File: config.mk
export PLATFORM = sky130hd
export DESIGN_NAME = exc_flush_ctrl
export DESIGN_NICKNAME = d
export VERILOG_FILES = /design/src/rtl/cpu_defs_pkg.sv /design/src/rtl/exc_flush_ctrl_pkg.sv /design/src/rtl/exc_priority_enc.sv /design/src/rtl/exc_flush_ctrl.sv
export SDC_FILE = /design/constraint.sdc
export NUM_CORES = 1
export LEC_CHECK = 0
export ABC_AREA = 1
export CAP_MARGIN = 20
export CORE_MARGIN = 1
export CORE_UTILIZATION = 42
export DETAILED_ROUTE_END_ITERATION = 12
export PLACE_DENSITY = 0.78
export REMOVE_ABC_BUFFERS = 1
export SKIP_LAST_GASP = 1
export SYNTH_ARGS = -nofsm -noshare
export SYNTH_HDL_FRONTEND = slang
export SYNTH_SLANG_ARGS = --single-unit
File: constraint.sdc
create_clock -name clk -period 1.9 [get_ports clk]
set_input_delay 0.475 -clock clk [delete_from_list [all_inputs] [get_ports clk]]
set_output_delay 0.475 -clock clk [all_outputs]
set_load 0.02 [all_outputs]
File: src/rtl/cpu_defs_pkg.sv
// Pipeline-wide shared types: per-instruction exception/refetch flags carried from EXE/MEM.
package cpu_defs_pkg;

  typedef struct packed {
    logic Interrupt;
    logic WrongAddressinIF;
    logic TLBRefillinIF;
    logic TLBInvalidinIF;
    logic ReservedInstruction;
    logic CoprocessorUnusable;
    logic Syscall;
    logic Break;
    logic Trap;
    logic Overflow;
    logic RdWrongAddressinMEM;
    logic WrWrongAddressinMEM;
    logic RdTLBRefillinMEM;
    logic RdTLBInvalidinMEM;
    logic WrTLBRefillinMEM;
    logic WrTLBInvalidinMEM;
    logic TLBModified;
    logic Eret;
    logic Refetch;
  } ExceptinPipeType;

endpackage

File: src/rtl/exc_flush_ctrl_pkg.sv
// MIPS ExcCode values and flush-sequencer state encoding.
package exc_flush_ctrl_pkg;

  localparam logic [4:0] EXCCODE_INT  = 5'd0;
  localparam logic [4:0] EXCCODE_MOD  = 5'd1;
  localparam logic [4:0] EXCCODE_TLBL = 5'd2;
  localparam logic [4:0] EXCCODE_TLBS = 5'd3;
  localparam logic [4:0] EXCCODE_ADEL = 5'd4;
  localparam logic [4:0] EXCCODE_ADES = 5'd5;
  localparam logic [4:0] EXCCODE_SYS  = 5'd8;
  localparam logic [4:0] EXCCODE_BP   = 5'd9;
  localparam logic [4:0] EXCCODE_RI   = 5'd10;
  localparam logic [4:0] EXCCODE_CPU  = 5'd11;
  localparam logic [4:0] EXCCODE_OV   = 5'd12;
  localparam logic [4:0] EXCCODE_TR   = 5'd13;

  typedef enum logic [1:0] {
    FLUSH_IDLE,
    FLUSH_DRAIN,
    FLUSH_FLUSH,
    FLUSH_REDIRECT
  } flushState_t;

endpackage

File: src/rtl/exc_priority_enc.sv
// Picks the single highest-priority cause from a MEM-stage exception vector.
// Purely combinational, zero latency; no handshake.
module exc_priority_enc
  import cpu_defs_pkg::*;
  import exc_flush_ctrl_pkg::*;
(
  input  ExceptinPipeType except,
  output logic            hit,
  output logic [4:0]      excCode,
  output logic            isTlbRefill,
  output logic            isIfSide,
  output logic            isEret,
  output logic            isRefetch
);

  always_comb begin
    hit         = 1'b1;
    excCode     = EXCCODE_INT;
    isTlbRefill = 1'b0;
    isIfSide    = 1'b0;
    isEret      = 1'b0;
    isRefetch   = 1'b0;
    if (except.Interrupt) begin
      excCode = EXCCODE_INT;
    end else if (except.WrongAddressinIF) begin
      excCode  = EXCCODE_ADEL;
      isIfSide = 1'b1;
    end else if (except.TLBRefillinIF) begin
      excCode     = EXCCODE_TLBL;
      isIfSide    = 1'b1;
      isTlbRefill = 1'b1;
    end else if (except.TLBInvalidinIF) begin
      excCode  = EXCCODE_TLBL;
      isIfSide = 1'b1;
    end else if (except.ReservedInstruction) begin
      excCode = EXCCODE_RI;
    end else if (except.CoprocessorUnusable) begin
      excCode = EXCCODE_CPU;
    end else if (except.Syscall) begin
      excCode = EXCCODE_SYS;
    end else if (except.Break) begin
      excCode = EXCCODE_BP;
    end else if (except.Trap) begin
      excCode = EXCCODE_TR;
    end else if (except.Overflow) begin
      excCode = EXCCODE_OV;
    end else if (except.RdWrongAddressinMEM) begin
      excCode = EXCCODE_ADEL;
    end else if (except.WrWrongAddressinMEM) begin
      excCode = EXCCODE_ADES;
    end else if (except.RdTLBRefillinMEM || except.RdTLBInvalidinMEM) begin
      excCode     = EXCCODE_TLBL;
      isTlbRefill = except.RdTLBRefillinMEM;
    end else if (except.WrTLBRefillinMEM || except.WrTLBInvalidinMEM) begin
      excCode     = EXCCODE_TLBS;
      isTlbRefill = except.WrTLBRefillinMEM;
    end else if (except.TLBModified) begin
      excCode = EXCCODE_MOD;
    end else if (except.Eret) begin
      isEret = 1'b1;
    end else if (except.Refetch) begin
      isRefetch = 1'b1;
    end else begin
      hit = 1'b0;
    end
  end

endmodule

File: src/rtl/exc_flush_ctrl.sv
// Commit-point exception/ERET/refetch sequencer: drain D-side, flush pipe, update CP0, redirect IF.
// Trigger T -> flush_all T+2 -> redirect_valid T+3 (dcache idle); holds redirect until redirect_ready.
module exc_flush_ctrl
  import cpu_defs_pkg::*;
  import exc_flush_ctrl_pkg::*;
#(
  parameter logic [31:0] EXC_BASE      = 32'h8000_0000,
  parameter logic [31:0] REFILL_OFFSET = 32'h0000_0000,
  parameter logic [31:0] GENERAL_OFS   = 32'h0000_0180
) (
  input  logic            clk,
  input  logic            rst,
  input  logic            mem_valid,
  input  ExceptinPipeType mem_except,
  input  logic [31:0]     mem_pc,
  input  logic [31:0]     mem_badvaddr,
  input  logic            mem_in_ds,
  input  logic            cp0_exl,
  input  logic [31:0]     cp0_epc,
  input  logic            dcache_busy,
  input  logic            redirect_ready,
  output logic            stall_req,
  output logic            flush_all,
  output logic            redirect_valid,
  output logic [31:0]     redirect_pc,
  output logic            cp0_exc_we,
  output logic [4:0]      cp0_exccode,
  output logic [31:0]     cp0_epc_wdata,
  output logic            cp0_bd,
  output logic            cp0_bva_we,
  output logic [31:0]     cp0_bva_wdata,
  output logic            cp0_eret
);

  logic        encHit;
  logic [4:0]  encCode;
  logic        encTlbRefill;
  logic        encIfSide;
  logic        encEret;
  logic        encRefetch;
  logic        trigger;
  logic        isExc;
  logic [31:0] excTarget;

  flushState_t state;
  logic        latExc;
  logic        latEret;
  logic        latBva;

  exc_priority_enc uPrioEnc (
    .except      (mem_except),
    .hit         (encHit),
    .excCode     (encCode),
    .isTlbRefill (encTlbRefill),
    .isIfSide    (encIfSide),
    .isEret      (encEret),
    .isRefetch   (encRefetch)
  );

  assign trigger   = mem_valid && encHit;
  assign isExc     = encHit && !encEret && !encRefetch;
  // Refill vector only applies on the first-level miss; nested misses go general.
  assign excTarget = EXC_BASE + ((encTlbRefill && !cp0_exl) ? REFILL_OFFSET : GENERAL_OFS);

  always_ff @(posedge clk) begin
    if (rst) begin
      state          <= FLUSH_IDLE;
      latExc         <= 1'b0;
      latEret        <= 1'b0;
      latBva         <= 1'b0;
      stall_req      <= 1'b0;
      flush_all      <= 1'b0;
      redirect_valid <= 1'b0;
      redirect_pc    <= 32'h0;
      cp0_exc_we     <= 1'b0;
      cp0_exccode    <= 5'h0;
      cp0_epc_wdata  <= 32'h0;
      cp0_bd         <= 1'b0;
      cp0_bva_we     <= 1'b0;
      cp0_bva_wdata  <= 32'h0;
      cp0_eret       <= 1'b0;
    end else begin
      flush_all  <= 1'b0;
      cp0_exc_we <= 1'b0;
      cp0_bva_we <= 1'b0;
      cp0_eret   <= 1'b0;
      case (state)
        FLUSH_IDLE: begin
          if (trigger) begin
            state         <= FLUSH_DRAIN;
            stall_req     <= 1'b1;
            latExc        <= isExc;
            latEret       <= encEret;
            latBva        <= isExc && (encCode >= EXCCODE_MOD) && (encCode <= EXCCODE_ADES);
            cp0_exccode   <= encCode;
            cp0_bd        <= mem_in_ds;
            cp0_epc_wdata <= mem_in_ds ? (mem_pc - 32'd4) : mem_pc;
            cp0_bva_wdata <= encIfSide ? mem_pc : mem_badvaddr;
            redirect_pc   <= isExc ? excTarget : (encEret ? cp0_epc : mem_pc);
          end
        end
        FLUSH_DRAIN: begin
          if (!dcache_busy) begin
            state      <= FLUSH_FLUSH;
            flush_all  <= 1'b1;
            cp0_exc_we <= latExc;
            cp0_bva_we <= latBva;
            cp0_eret   <= latEret;
          end
        end
        FLUSH_FLUSH: begin
          state          <= FLUSH_REDIRECT;
          redirect_valid <= 1'b1;
        end
        FLUSH_REDIRECT: begin
          if (redirect_ready) begin
            state          <= FLUSH_IDLE;
            redirect_valid <= 1'b0;
            stall_req      <= 1'b0;
          end
        end
        default: state <= FLUSH_IDLE;
      endcase
    end
  end

endmodule

# After elaboration in Yosys (flattened, before gate mapping)
# Cells that the tools add are included.
[op_classes] order_cmp=2 n_bitwise=1 add_sub_neg=2 mux=96 eq_ne=6 n_reduce_logical=20
[ops] cell="$mux 32" n=4
[ops] cell="$mux 1" n=71
[ops] cell="$mux 5" n=14
[ops] cell="$add 32x9->32 const A" n=1
[ops] cell="$sub 32x3->32 const B" n=1
[ops] cell="$mux 9" n=1
[ops] cell="$pmux 2 s4" n=1
[ops] cell="$logic_and 1x1->1" n=6
[ops] cell="$mux 2" n=3
[ops] cell="$ne 2x2->1 const B" n=3
[ops] cell="$reduce_and 3->1" n=2
[ops] cell="$ge 5x1->1 const B" n=1
[ops] cell="$le 5x3->1 const B" n=1
[ops] cell="$eq 2x2->1 const B" n=2
[ops] cell="$pmux 1 s2" n=2
[ops] cell="$reduce_and 2->1" n=2
[ops] cell="$reduce_bool 2->1" n=2
[ops] cell="$logic_not 1->1" n=3
[ops] cell="$reduce_or 3->1" n=1
[ops] cell="$eq 2x1->1 const B" n=1
[ops] cell="$logic_not 2->1" n=1
[ops] cell="$logic_or 1x1->1" n=2
[ops] cell="$reduce_or 2->1" n=1
[ops] cell="$not 1->1" n=1
[word_totals] input_bits=122 output_inout_bits=108 elab_cells=142 regBits=113

# Depth between registers and ports, before layout
[logic_depth] word_depth=21 ltp_mapped=12 depth_no_buf=12

# Cells and area by module
# Synthesis repeated with hierarchy kept, for this count alone.
[unflattened] cells_unflattened=825 hier_area_um2=5774.3
[modules_own_cells] module="exc_flush_ctrl" n_inst=1 cells_each=768 seq_area_each_um2=2262.2 area_per_inst_um2=5512.8
[modules_own_cells] module="exc_priority_enc" n_inst=1 cells_each=57 seq_area_each_um2=0.0 area_per_inst_um2=261.5

# Least setup slack after synthesis
# No wires, ideal clock.
[synth_timing] kind="input -> register" from="input port mem_pc[2]" to="register cp0_epc_wdata[26]" arrival_ps=1643 path_slack_ps=140 cell_stages=12 path_buffers=0 t_required_ps=1783 cell_sequence="inv_1 -> ha_1 -> nand2_2 -> inv_1 -> nand2_2 -> nor2_2 -> nand2_2 -> nor2_1 -> nand3b_1 -> xor2_1 -> nor2_1 -> nor2_1"
[synth_via] elab_chain_len=2
[synth_rtl] item="start, declared" line_no="exc_flush_ctrl.sv:15" source="input logic [31:0] mem_pc,"
[synth_rtl] item="$sub 32x3->32" line_no="exc_flush_ctrl.sv:97" source="cp0_epc_wdata <= mem_in_ds ? (mem_pc - 32'd4) : mem_pc;"
[synth_rtl] item="$mux 32" line_no="exc_flush_ctrl.sv:97"
[synth_rtl] item="end signal, assigned" line_no="exc_flush_ctrl.sv:97"
[synth_rtl] item="end, declared" line_no="exc_flush_ctrl.sv:28" source="output logic [31:0] cp0_epc_wdata,"
# Every way passes these cells.
# A chain may end at the register's enable or synchronous reset.

# Worst setup path after layout
[layout_timing] from="input port mem_except[17] (netlist bit)" to="register redirect_pc[7]"
[layout_via] elab_chain_len=6
[layout_rtl] item="start, declared" line_no="exc_flush_ctrl.sv:14" source="input ExceptinPipeType mem_except,"
[layout_rtl] item="$mux 1" line_no="exc_priority_enc.sv:25" source="end else if (except.WrongAddressinIF) begin"
[layout_rtl] item="$mux 1" line_no="exc_priority_enc.sv:23" source="if (except.Interrupt) begin"
[layout_rtl] item="$logic_and 1x1->1 or $logic_not 1->1 (tied branches)" line_no="exc_flush_ctrl.sv:63, exc_flush_ctrl.sv:61"
[layout_rtl] item="$mux 9 or $logic_and 1x1->1 (tied branches)" line_no="exc_flush_ctrl.sv:63, exc_flush_ctrl.sv:61"
[layout_rtl] item="$add 32x9->32 or $logic_and 1x1->1 (tied branches)" line_no="exc_flush_ctrl.sv:63, exc_flush_ctrl.sv:61"
[layout_rtl] item="$mux 32" line_no="exc_flush_ctrl.sv:99" source="redirect_pc <= isExc ? excTarget : (encEret ? cp0_epc : mem_pc);"
[layout_rtl] item="end signal, assigned" line_no="exc_flush_ctrl.sv:99"
[layout_rtl] item="end, declared" line_no="exc_flush_ctrl.sv:25" source="output logic [31:0] redirect_pc,"
# Parallel ways exist; a longest one is shown, timed or not.

==> qor.csv <==
stage;metric;value;unit
status;status;finished clean;
logic_synthesis;Synth Flop Type;dfxtp_1;
setup_path;largest delay contributor family on the critical path;buffers and inverters;
grt;Total Routing Usage GR;27.0;%
clocking;CTS root buf;clkbuf_16;
setup_path;slowest CP cell;clkdlybuf4s50_1;
detailed_routing;Residual DRC;0;
layout;Layout Cells excl Fill;1369;
logic_synthesis;Syn Area/Cell;6.59;um^2
setup_path;WP buf/inv;4;
place;routability cong.;0.911;
sta;Slew Viols, Final;0;
detailed_routing;Final ANT Viol Nets;0;
layout;most frequent cells in the layout;nand2_1 (310), clkdlybuf4s50_1 (213), dfxtp_1 (112);
clocking;Sink Count;112;
sta;Final Hold Vio Count;0;
power;Pwr per Cell Area;850;mW/mm^2
place;Place WS;-0.404;ns
setup_path;Worst path max stage delay;0.47;ns
layout;final net count;1315;
detailed_routing;Via density;5.01;
setup_path;Crit Path Category;primary input to flip-flop;
die;die height;119;um
detailed_routing;drt pass-1 iters;5;
clocking;TritonCTS clock tree;yes;
sta;setup_tns;0;ns
grt;initial antenna violation count;0;
logic_synthesis;Syn Inst Count;878;
sta;fmax;541;MHz
logic_synthesis;Cell Area, Synth;0.00578;mm^2
clocking;H-tree depth;3;
setup_path;crit end category;flip-flop;
logic_synthesis;Post-synth EDFFs;0;
place;I/O Buffers;228;
hold_path;Hold Crit Class;flip-flop to flip-flop;
grt;total gr overflow;0;
setup_path;CP max FO;8;
power;Worst VDD drop;562;uV
sta;RSZ-0062 raised after global routing;true;
sta;setup ws final;0.0527;ns
die;die span in x;119;um
setup_path;startpoint types;primary input;
logic_synthesis;synth unique cells;33;
sta;Max Clock Skew;0.0144;ns
logic_synthesis;flops & latches, synth;112;
layout;Diodes inserted;0;
logic_synthesis;Async SR Flop Fraction;0;%
grt;vias in the first global route;6216;
place;Placed Cells incl. Taps;1341;
layout;layout cells sized above 1;15.9;%
die;Initial Util;43.3;%
detailed_routing;DRT Wirelength;20200;um
clocking;worst skew pair latency;0.36;ns
setup_path;CP arrival;2.14;ns
sta;Final Setup Violations;0;
setup_path;Worst EP required;2.19;ns
grt;largest net degree at the start of global routing;37;
detailed_routing;Routed wire per std cell;14.7;um
detailed_routing;routed via count;6863;
logic_synthesis;sequential area share after synthesis;38.8;%
sta;min cycle time layout;1.85;ns
die;IO Count;230;
die;area of the core;0.0133;mm^2
power;Leak;4.11;nW
layout;Area Overhead vs Synth;64.8;%
power;Tot Pwr;8.11;mW
clocking;clk buf depth;2;
layout;FILL cells;1086;
die;row count;42;
detailed_routing;Iteration-0 DRC Markers;399;
place;DP HPWL;14700;um
clocking;cts hold-fix bufs;0;
job;# Max-Cap Violations;0;
sta;Final period util;97.2;%
clocking;Clock transition at path regs;0.08;ns
setup_path;most used cell along the critical path;nor2_4;
layout;commonest non-fill, non-tap cell in the layout;nand2_1;
grt;first-pass GRT wire length;30400;um
setup_path;cell-by-cell trace of the critical path;clkdlybuf4s50_1 > nor2_2 > inv_1 > nor2_4 > nand3_4 > nor2_4 > buf_12 > clkbuf_16 > nand2_1 > o21a_1 > a21oi_1;
setup_path;r2r setup slk;0.32;ns
logic_synthesis;Yosys Warn Count;0;
die;die area;0.0142;mm^2
clocking;CTS buffer count;9;
path summary, 6_finish.rpt:
path	to	from	depth (start not counted)
worst max-delay path	redirect_pc[7]	mem_except[17]	11
worst min-delay path	cp0_bva_we	latBva	2
worst max register to register	redirect_pc[1]	state[0]	7
worst min register to register	cp0_bva_we	latBva	2
through the flow:
stage               util (%)  hold WS [ns]  area, um^2
detailed placement      66.8         0.428        8910
global placement        66.8         0.431        8910
finish                  71.4         0.438        9540
floorplan                  -         0.408        5540
CTS                     69.1         0.441        9220
global route            71.4         0.460        9540
layout make-up:
class                   count  area (um^2)  area share (%)
repair buffers            344         3360            35.3
well taps                 176          220            2.31
flip-flops and latches    112         2240            23.5
inverters                  66          250            2.62
clock inverters             5         62.6           0.656
clock buffers              11          243            2.55
multi-input cells         655         3150            33.1
cell usage after synthesis (8+ instances only):
cell type	number	share of area [%]
nor3_1	8	0.69
nand3_1	18	1.6
nand4_1	8	0.87
buf_2	16	1.4
nor2_2	9	0.97
nor2_1	75	4.9
o21ai_0	71	6.1
a21oi_1	102	8.8
inv_1	64	4.2
nand2_1	311	20
xor2_1	19	2.9
clkbuf_1	19	1.2
dfxtp_1	112	39
where the power goes:
| group | switching, mW | leakage (nW) | internal [mW] |
|---|---|---|---|
| Clock | 0.912 | 0.143 | 1.07 |
| Combinational | 1.71 | 3.05 | 1.45 |
| Sequential | 0.213 | 0.916 | 2.75 |
worst reg2reg max path, stage by stage (launching register included):
cell	delay [ns]
dfxtp_1	0.33
inv_1	0.10
ha_1	0.28
nand3_4	0.18
nor2_2	0.16
buf_4	0.25
nand2_1	0.10
a21oi_1	0.12
sequential cells by signal, summed over array words and instances, names as in the netlist:
register and count:
cp0_bd 1, cp0_bva_wdata 32, cp0_bva_we 1, cp0_epc_wdata 32, cp0_eret 1, cp0_exc_we 1
cp0_exccode 4, flush_all 1, latBva 1, latEret 1, latExc 1, redirect_pc 32
redirect_valid 1, stall_req 1, state 2
cell families after synthesis:
kind of cell	after synthesis	share of synthesized area, %
DFF	112	38.8
buffers and inverters	111	8.52
xor gates and xnor gates	19	2.88
muxes	6	1.17
other	1	0.0648
AOI/OAI and AO/OA	179	15.8
adders and majority gates	5	1.08
and+or+nand+nor	445	31.7
repair_timing:
action                     in CTS  in global routing
gates cloned                    0                  4
setup buffers                   0                  8
hold endpoints to repair        0                  0
resized for setup               3                 69
pin swaps                       0                 11
setup endpoints to repair       6                100
routing by layer:
metal	share of wire, %	wire length, um	vias to the layer above	GRT usage (%)
met5	0	0	-	0
met1	42	8560	3158	34.0
met2	48	9750	268	45.7
met4	1.5	306	0	8.67
met3	7.7	1560	22	5.94
li1	-	-	3415	-
(Power assumes the default switching activity.)
